===== src/rtl/bundle_pkg.sv =====
// bundle_pkg: shared types and constants for the ctrl/data bundle interface.
//   bundle_ctrl_t : 8-bit control word {seq[2:0], last, be[3:0]}
//   out_state_e   : output register occupancy (EMPTY/FULL)
package bundle_pkg;

   localparam int BUNDLE_CTRL_W = 8;
   localparam int BE_LSB        = 0;
   localparam int LAST_BIT      = 4;
   localparam int SEQ_LSB       = 5;

   typedef struct packed {
      logic [2:0] seq;
      logic       last;
      logic [3:0] be;
   } bundle_ctrl_t;

   typedef enum logic {
      EMPTY = 1'b0,
      FULL  = 1'b1
   } out_state_e;

endpackage


===== src/rtl/bundle_tx_acc.sv =====
// bundle_tx_acc: byte accumulator for bundle_tx.
//   clk, rst    : clock, async active-high reset
//   fire        : a byte is accepted this cycle
//   byte_in     : accepted byte
//   last_in     : accepted byte ends a packet
//   complete    : this accepted byte finishes a word
//   word_data   : word including the current byte (unfilled lanes 0)
//   word_mask   : lane mask including the current byte
module bundle_tx_acc
   import bundle_pkg::*;
#(
   parameter int BYTES = 4
) (
   input  logic                  clk,
   input  logic                  rst,
   input  logic                  fire,
   input  logic [7:0]            byte_in,
   input  logic                  last_in,
   output logic                  complete,
   output logic [BYTES*8-1:0]    word_data,
   output logic [BYTES-1:0]      word_mask
);

   localparam int IDX_W = (BYTES > 1) ? $clog2(BYTES) : 1;

   logic [BYTES-1:0][7:0] data_q, data_d, lanes;
   logic [BYTES-1:0]      mask_q, mask_d;
   logic [IDX_W-1:0]      idx_q, idx_d;

   // Lanes are cleared on every completion, so unfilled lanes of an
   // outgoing word are already zero without extra masking.
   always_comb begin
      lanes          = data_q;
      lanes[idx_q]   = byte_in;
      word_data      = lanes;
      word_mask      = mask_q;
      word_mask[idx_q] = 1'b1;
      complete       = fire & ((idx_q == IDX_W'(BYTES-1)) | last_in);

      data_d = data_q;
      mask_d = mask_q;
      idx_d  = idx_q;
      if (complete) begin
         data_d = '0;
         mask_d = '0;
         idx_d  = '0;
      end else if (fire) begin
         data_d = lanes;
         mask_d = word_mask;
         idx_d  = idx_q + 1'b1;
      end
   end

   always_ff @(posedge clk or posedge rst) begin
      if (rst) begin
         data_q <= '0;
         mask_q <= '0;
         idx_q  <= '0;
      end else begin
         data_q <= data_d;
         mask_q <= mask_d;
         idx_q  <= idx_d;
      end
   end

endmodule


===== src/rtl/bundle_tx.sv =====
// bundle_tx: packs a valid/ready byte stream little-endian into BITS-wide
// words and emits them on the t__ctrl/t__data bundle.
//   s__valid/s__ready/s__byte/s__last : byte input stream
//   t__valid/t__ready/t__ctrl/t__data : bundle output
//   pkt_count : count of last-flagged words accepted downstream (wraps)
module bundle_tx
   import bundle_pkg::*;
#(
   parameter int BITS     = 32,
   parameter int CNT_BITS = 16
) (
   input  logic                clk,
   input  logic                rst,
   input  logic                s__valid,
   output logic                s__ready,
   input  logic [7:0]          s__byte,
   input  logic                s__last,
   output logic                t__valid,
   input  logic                t__ready,
   output logic [7:0]          t__ctrl,
   output logic [BITS-1:0]     t__data,
   output logic [CNT_BITS-1:0] pkt_count
);

   localparam int BYTES = BITS / 8;

   out_state_e            state_q, state_d;
   bundle_ctrl_t          ctrl_q, ctrl_d;
   logic [BITS-1:0]       data_q, data_d;
   logic [2:0]            seq_q, seq_d;
   logic [CNT_BITS-1:0]   pkt_q, pkt_d;

   logic                  fire, drain, complete;
   logic [BITS-1:0]       acc_data;
   logic [BYTES-1:0]      acc_mask;

   bundle_tx_acc #(.BYTES(BYTES)) u_acc (
      .clk       (clk),
      .rst       (rst),
      .fire      (fire),
      .byte_in   (s__byte),
      .last_in   (s__last),
      .complete  (complete),
      .word_data (acc_data),
      .word_mask (acc_mask)
   );

   // Ready gates every byte, not just completing ones, so a stalled output
   // register freezes the accumulator as well.
   always_comb begin
      s__ready = (state_q == EMPTY) | t__ready;
      fire     = s__valid & s__ready;
      drain    = (state_q == FULL) & t__ready;
   end

   always_comb begin
      state_d = state_q;
      ctrl_d  = ctrl_q;
      data_d  = data_q;
      seq_d   = seq_q;
      pkt_d   = pkt_q;

      case (state_q)
         EMPTY:   if (complete) state_d = FULL;
         FULL:    if (drain && !complete) state_d = EMPTY;
         default: state_d = EMPTY;
      endcase

      if (complete) begin
         data_d                = acc_data;
         ctrl_d.be             = '0;
         ctrl_d.be[BYTES-1:0]  = acc_mask;
         ctrl_d.last           = s__last;
         ctrl_d.seq            = seq_q;
         seq_d                 = s__last ? 3'd0 : seq_q + 3'd1;
      end

      if (drain && ctrl_q.last) pkt_d = pkt_q + 1'b1;
   end

   always_ff @(posedge clk or posedge rst) begin
      if (rst) begin
         state_q <= EMPTY;
         ctrl_q  <= '0;
         data_q  <= '0;
         seq_q   <= '0;
         pkt_q   <= '0;
      end else begin
         state_q <= state_d;
         ctrl_q  <= ctrl_d;
         data_q  <= data_d;
         seq_q   <= seq_d;
         pkt_q   <= pkt_d;
      end
   end

   assign t__valid  = (state_q == FULL);
   assign t__ctrl   = ctrl_q;
   assign t__data   = data_q;
   assign pkt_count = pkt_q;

endmodule


===== config.mk =====
export PLATFORM = sky130hd
export DESIGN_NAME = bundle_tx
export DESIGN_NICKNAME = d
export VERILOG_FILES = /design/src/rtl/bundle_pkg.sv /design/src/rtl/bundle_tx_acc.sv /design/src/rtl/bundle_tx.sv
export SDC_FILE = /design/constraint.sdc
export NUM_CORES = 1
export LEC_CHECK = 0
export BUFFER_PORTS_ARGS = -buffer_cell sky130_fd_sc_hd__buf_2
export CORE_MARGIN = 2
export CORE_UTILIZATION = 45
export CTS_CLUSTER_DIAMETER = 150
export CTS_CLUSTER_SIZE = 14
export DETAILED_ROUTE_END_ITERATION = 12
export PLACE_DENSITY = 0.75
export SLEW_MARGIN = 20
export SYNTH_ARGS = -nofsm -noshare
export SYNTH_HDL_FRONTEND = slang
export SYNTH_HIERARCHICAL = 1
export SYNTH_SLANG_ARGS = --single-unit

===== constraint.sdc =====
create_clock -name clk -period 5.4 [get_ports clk]
set_clock_uncertainty 0.2 [all_clocks]
set_input_delay 0.81 -clock clk [delete_from_list [all_inputs] [get_ports clk]]
set_output_delay 0.81 -clock clk [all_outputs]
set_load 0.005 [all_outputs]

# Yosys cells after proc, flatten, opt, wreduce, memory -nomap -nowiden
# Cells that the tools add are included.
[op_classes]
bitwise_logic = 7
n_lt_le_gt_ge = 2
reduce_logical = 5
addsub = 3
eq_ne = 1
n_mux = 15
[op_table]
columns = ["op", "n"]
rows = [
  ["2-to-1 mux 32 bit", 2],
  ["bitwise mux 32 bit", 1],
  ["adder 16 x 1 -> 16 bit (second input constant)", 1],
  ["demux 8 bit (select 2 bit)", 1],
  ["2-to-1 mux 4 bit", 2],
  ["2-to-1 mux 8 bit", 1],
  ["2-to-1 mux 2 bit", 2],
  ["OR 4 bit", 1],
  ["adder 3 x 1 -> 3 bit (second input constant)", 1],
  ["bitwise AND 1 bit", 3],
  ["logical AND 1 bit", 3],
  ["< comparator 2 x 3 -> 1 bit (second input constant)", 1],
  ["2-to-1 mux 1 bit", 3],
  ["2-to-1 mux 3 bit", 1],
  ["adder 2 x 1 -> 2 bit (second input constant)", 1],
  ["demux 1 bit (select 2 bit)", 1],
  ["equality test 2 bit (second input constant)", 1],
  ["greater-or-equal comparator 2 x 1 -> 1 bit (second input constant)", 1],
  ["OR 1 bit", 2],
  ["case mux 1 bit (2 select lines)", 1],
  ["nonzero test 2 bit", 1],
  ["logical NOT 1 bit", 1],
  ["NOT 1 bit", 1],
]
[totals]
out_inout_bits = 58
reg_bits = 98
in_bits = 13
word_cells = 46

# Depth between registers and ports, before layout
[depth]
depth_word = 8
ltp_mapped = 9
mapped_depth_nobuf = 7

# Modules after synthesis
# The synthesis kept the hierarchy.
[by_module_without_submodules]
columns = ["module", "seq_area_each_um2", "n_inst", "area_per_inst_um2", "cells_each"]
rows = [
  ["bundle_tx", 1501.4, 1, 2414.8, 162],
  ["bundle_tx_acc", 950.9, 1, 1976.9, 159],
]

# Least setup slack after synthesis
# OpenSTA, ideal clock, no wires.
[synth_timing]
path_type = "input port to flip-flop"
startpoint = "input port t__ready"
endpoint = "register ctrl_q (netlist bit t__ctrl[4])"
setup_slack_ps = 2897
arrival_ps = 2178
t_required_ps = 5075
setup_ps = 125
stages = 8
cell_sequence = "nand2b_1 > and2_1 > buf_6 > o21ai_2 > inv_1 > buf_2 > buf_2 > mux2_2"
[synth_via]
elab_chain_len = 3
[synth_rtl]
columns = ["element", "line_no", "rtl"]
rows = [
  ["start, declared", "bundle_tx.sv:19", "input logic t__ready,"],
  ["OR 1 bit", "bundle_tx.sv:51", "s__ready = (state_q == EMPTY) | t__ready;"],
  ["bitwise AND 1 bit", "bundle_tx.sv:52", "fire = s__valid & s__ready;"],
  ["named net fire", "bundle_tx.sv:33", "logic fire, drain, complete;"],
  ["bitwise AND 1 bit", "bundle_tx_acc.sv:38", "complete = fire & ((idx_q == IDX_W'(BYTES-1)) | last_in);"],
  ["named net complete", "bundle_tx.sv:33", ""],
  ["end signal, assigned", "bundle_tx.sv:90", "ctrl_q <= ctrl_d;"],
  ["end, declared", "bundle_tx.sv:28", "bundle_ctrl_t ctrl_q, ctrl_d;"],
]
# The timed path passes the listed nets, and every way through them passes these cells.
# A chain may end at the register's enable or synchronous reset.

# Worst setup path in the final report
[layout_timing]
startpoint = "input port t__ready"
endpoint = "register seq_q[2]"
[layout_via]
elab_chain_len = 3
[layout_rtl]
columns = ["element", "line_no", "rtl"]
rows = [
  ["OR 1 bit", "bundle_tx.sv:51", ""],
  ["bitwise AND 1 bit", "bundle_tx.sv:52", ""],
  ["named net fire", "bundle_tx.sv:33", ""],
  ["bitwise AND 1 bit", "bundle_tx_acc.sv:38", ""],
  ["named net complete", "bundle_tx.sv:33", ""],
  ["end signal, assigned", "bundle_tx.sv:92", "seq_q <= seq_d;"],
  ["end, declared", "bundle_tx.sv:30", "logic [2:0] seq_q, seq_d;"],
]
# The timed path passes the listed nets, and every way through them passes these cells.

==> results.json <==
{
  "run_status": "finished, final reports clean",
  "place_area_sq_um": 4830,
  "port_buffers": 70,
  "reg2reg_from": "u_acc/idx_q[0]",
  "cp_num_buf_inv": 2,
  "worstReg2RegEnd": "seq_q[2]",
  "cts_buffers": 9,
  "drt_iter0_drc": 152,
  "synth_area_sq_um": 4390,
  "clock_sinks": 98,
  "slew-limit-headroom_pct": 34.9,
  "root_buffer": "clkbuf_8",
  "fin_crit_ns": 3.20,
  "post-cts-setup-buffer-count": 0,
  "io_pins": 71,
  "ctsHoldBuffers": 0,
  "slew_viol_final": 0,
  "rows": 36,
  "worst_hold_startpoint": "pkt_count[15]",
  "ys_seq_elements": 98,
  "cap_violations": 0,
  "routed_via_density": 5.17,
  "setup_viol": 0,
  "final_hold_viol_count": 0,
  "rsz0062_at_grt": "no",
  "yosysSeqAreaShare_pct": 55.8,
  "path_max_fanout": 49,
  "cp_top_family": "simple AND/OR/NAND/NOR gates",
  "cp_slowest_cell": "inv_2",
  "synth_area_leader_cell": "dfrtp_1",
  "regArea_sq_um": 2450,
  "yosys_warnings": 6,
  "holdPathStages": 1,
  "synthTopCellsByArea": "dfrtp_1 56%, mux2_2 18%, a22o_1 3.0%",
  "crit_path_end_kind": "flop",
  "place_hpwl_mm": 5.57,
  "diodes": 0,
  "insertion_delay_ns": 0.36,
  "worstSetupStartpointType": "input pin",
  "ys_types": 40,
  "finalCritPeriodShare_pct": 59.3,
  "die-area_sq_um": 10600,
  "clk_pin_slew_worst_paths_ns": 0.09,
  "required_ns": 5.47,
  "coreArea_sq_um": 9640,
  "synth_fp_nets": 341,
  "synth.avg_cell_area_sq_um": 13.7,
  "syn2layout_area_growth_pct": 15.2,
  "setup_tns_ns": 0,
  "grt_pass1_wl_mm": 13.9,
  "fillerInstances": 844,
  "gp_congestion": 0.737,
  "grt.total_usage_pct": 17.2,
  "p_leak_nw": 2.59,
  "vias": 2712,
  "drcViolationCount": 0,
  "r2r_slack_ns": 2.29,
  "drt_wl_total_mm": 8.52,
  "critical_path_class": "in2reg",
  "synthCells": 321,
  "max_stage_delay_ns": 0.78,
  "overflow": 0,
  "avgRoutedWirePerCell_microns": 16.2,
  "tightest_slew_ns": 0.976,
  "cp.arrival_ns": 3.27,
  "final_util_pct": 52.5,
  "fin_ws_ns": 2.20,
  "initial_core_util_pct": 45.6,
  "grt_pass1_vias": 2706,
  "multi_input_area_sq_um": 1830,
  "dpl_worst_slack_ns": 1.79,
  "hold_path_end": "pkt_count[15]",
  "drive_gt1_share_pct": 44.1,
  "cts_resized": 0,
  "cts-htree-levels": 3,
  "die_x_microns": 103,
  "cts_tree": "done",
  "cp_cell_sequence": "buf_2 > nand2b_1 > and2_1 > o21ai_2 > inv_2 > nand2_1 > mux2_2 > o22ai_1",
  "firstDrtPassIters": 5,
  "final_area_sq_um": 5060,
  "die_h_microns": 103,
  "synth.top_cell.area_share_pct": 55.8,
  "detail-route-antenna-nets": 0,
  "hold_path.class": "reg2reg",
  "cts_buffer_depth": 2,
  "fmax_ghz": 0.312,
  "final_nets": 408,
  "grt_max_degree": 61,
  "r2r.worst_path.cells": 6,
  "powerDensity_nw_per_um2": 413,
  "irDropWorstVdd_v": 0.000159,
  "antenna_found_initial": 0
}
layout make-up:
class,count,share of cell area (%)
multi-input cells,199,36.1
well taps,133,3.29
clock buffers,13,3.14
flip-flops and latches,98,48.5
clock inverters,2,1.19
inverters,8,0.593
repair buffers,72,7.22
sequential cells by signal (all words and copies together), names as in the netlist:
| name | flops |
|---|---|
| pkt_count | 16 |
| seq_q | 3 |
| t__ctrl | 8 |
| t__data | 32 |
| t__valid | 1 |
| u_acc/data_q | 32 |
| u_acc/idx_q | 2 |
| u_acc/mask_q | 4 |
worst max-delay path by stage:
stage              from         end  cells after the start
6_report       t__ready    seq_q[2]                      8
5_1_grt        t__ready    seq_q[2]                      8
4_1_cts        t__ready    seq_q[2]                      8
3_5_place_dp   t__ready    seq_q[2]                      8
3_3_place_gp   t__ready    seq_q[2]                      8
2_1_floorplan  t__ready  t__ctrl[4]                      8
synth_stat cells:
library cell / count
buf_2: 10
nand4_1: 2
a21oi_1: 3
xor2_1: 4
a21o_1: 7
buf_6: 1
xnor2_1: 11
nor2_4: 1
nor3_4: 1
nor3b_2: 1
nor2_1: 8
and3_4: 1
dfrtp_1: 98
nand2b_1: 3
or2_2: 4
nor4bb_1: 2
a22o_1: 15
a32o_1: 3
nor3_1: 1
mux2_2: 69
nand4_4: 2
o31ai_2: 1
ha_1: 7
o32ai_1: 1
o31ai_4: 1
clkbuf_1: 1
nand3_1: 4
a221o_1: 6
and4_1: 1
and4bb_4: 1
o22ai_1: 2
nand2_1: 8
inv_1: 8
nor2b_1: 13
o31ai_1: 2
and2_1: 11
nand4_2: 1
o21ai_2: 1
buf_4: 4
nand3b_1: 1
kinds of logic (layout without fill, tap and decap cells):
family	Yosys count	count (layout)	share of synthesized area [%]
AOI/OAI and AO/OA	42	42	8.38
xor gates and xnor gates	15	15	2.99
adders and majority gates	7	7	1.99
buffers and inverters	24	95	2.85
DFF	98	98	55.8
muxes	69	69	17.7
and+or+nand+nor	66	66	10.3
where the power goes:
part	internal (mW)	switching, mW
registers	0.905	0.110
clock network	0.285	0.238
logic	0.312	0.238
cells in the final DEF (no fill, tap or decap), types with 8 or more instances in the layout:
| cell | synthesis | routed |
|---|---|---|
| a22o_1 | 15 | 15 |
| nor2_1 | 8 | 8 |
| nand2_1 | 8 | 8 |
| nor2b_1 | 13 | 13 |
| buf_2 | 10 | 70 |
| and2_1 | 11 | 11 |
| dfrtp_1 | 98 | 98 |
| clkbuf_8 | 0 | 11 |
| xnor2_1 | 11 | 11 |
| mux2_2 | 69 | 69 |
routing by layer:
| metal | vias up | wire length, microns | track usage (%) |
|---|---|---|---|
| li1 | 1280 | - | - |
| met1 | 1363 | 4120 | 24.9 |
| met2 | 57 | 3890 | 24.8 |
| met3 | 12 | 377 | 4.47 |
| met4 | 0 | 136 | 6.58 |
| met5 | - | 0 | 0 |
worst register-to-register path: stages, from the launching register on:
cell and delay [ns]:
dfrtp_1 0.43, ha_1 0.83, o21ai_2 0.27, inv_2 0.78, nand2_1 0.09, mux2_2 0.29
o22ai_1 0.12
per-stage QoR:
step	power, mW	cells	hold slack, ns
detailed placement	1.58	510	0.261
floorplan	1.38	321	0.244
global placement	1.56	510	0.257
CTS	2.11	525	0.277
finish	2.09	525	0.276
global route	2.22	525	0.285
No activity file was read; power rests on OpenSTA's default activity.
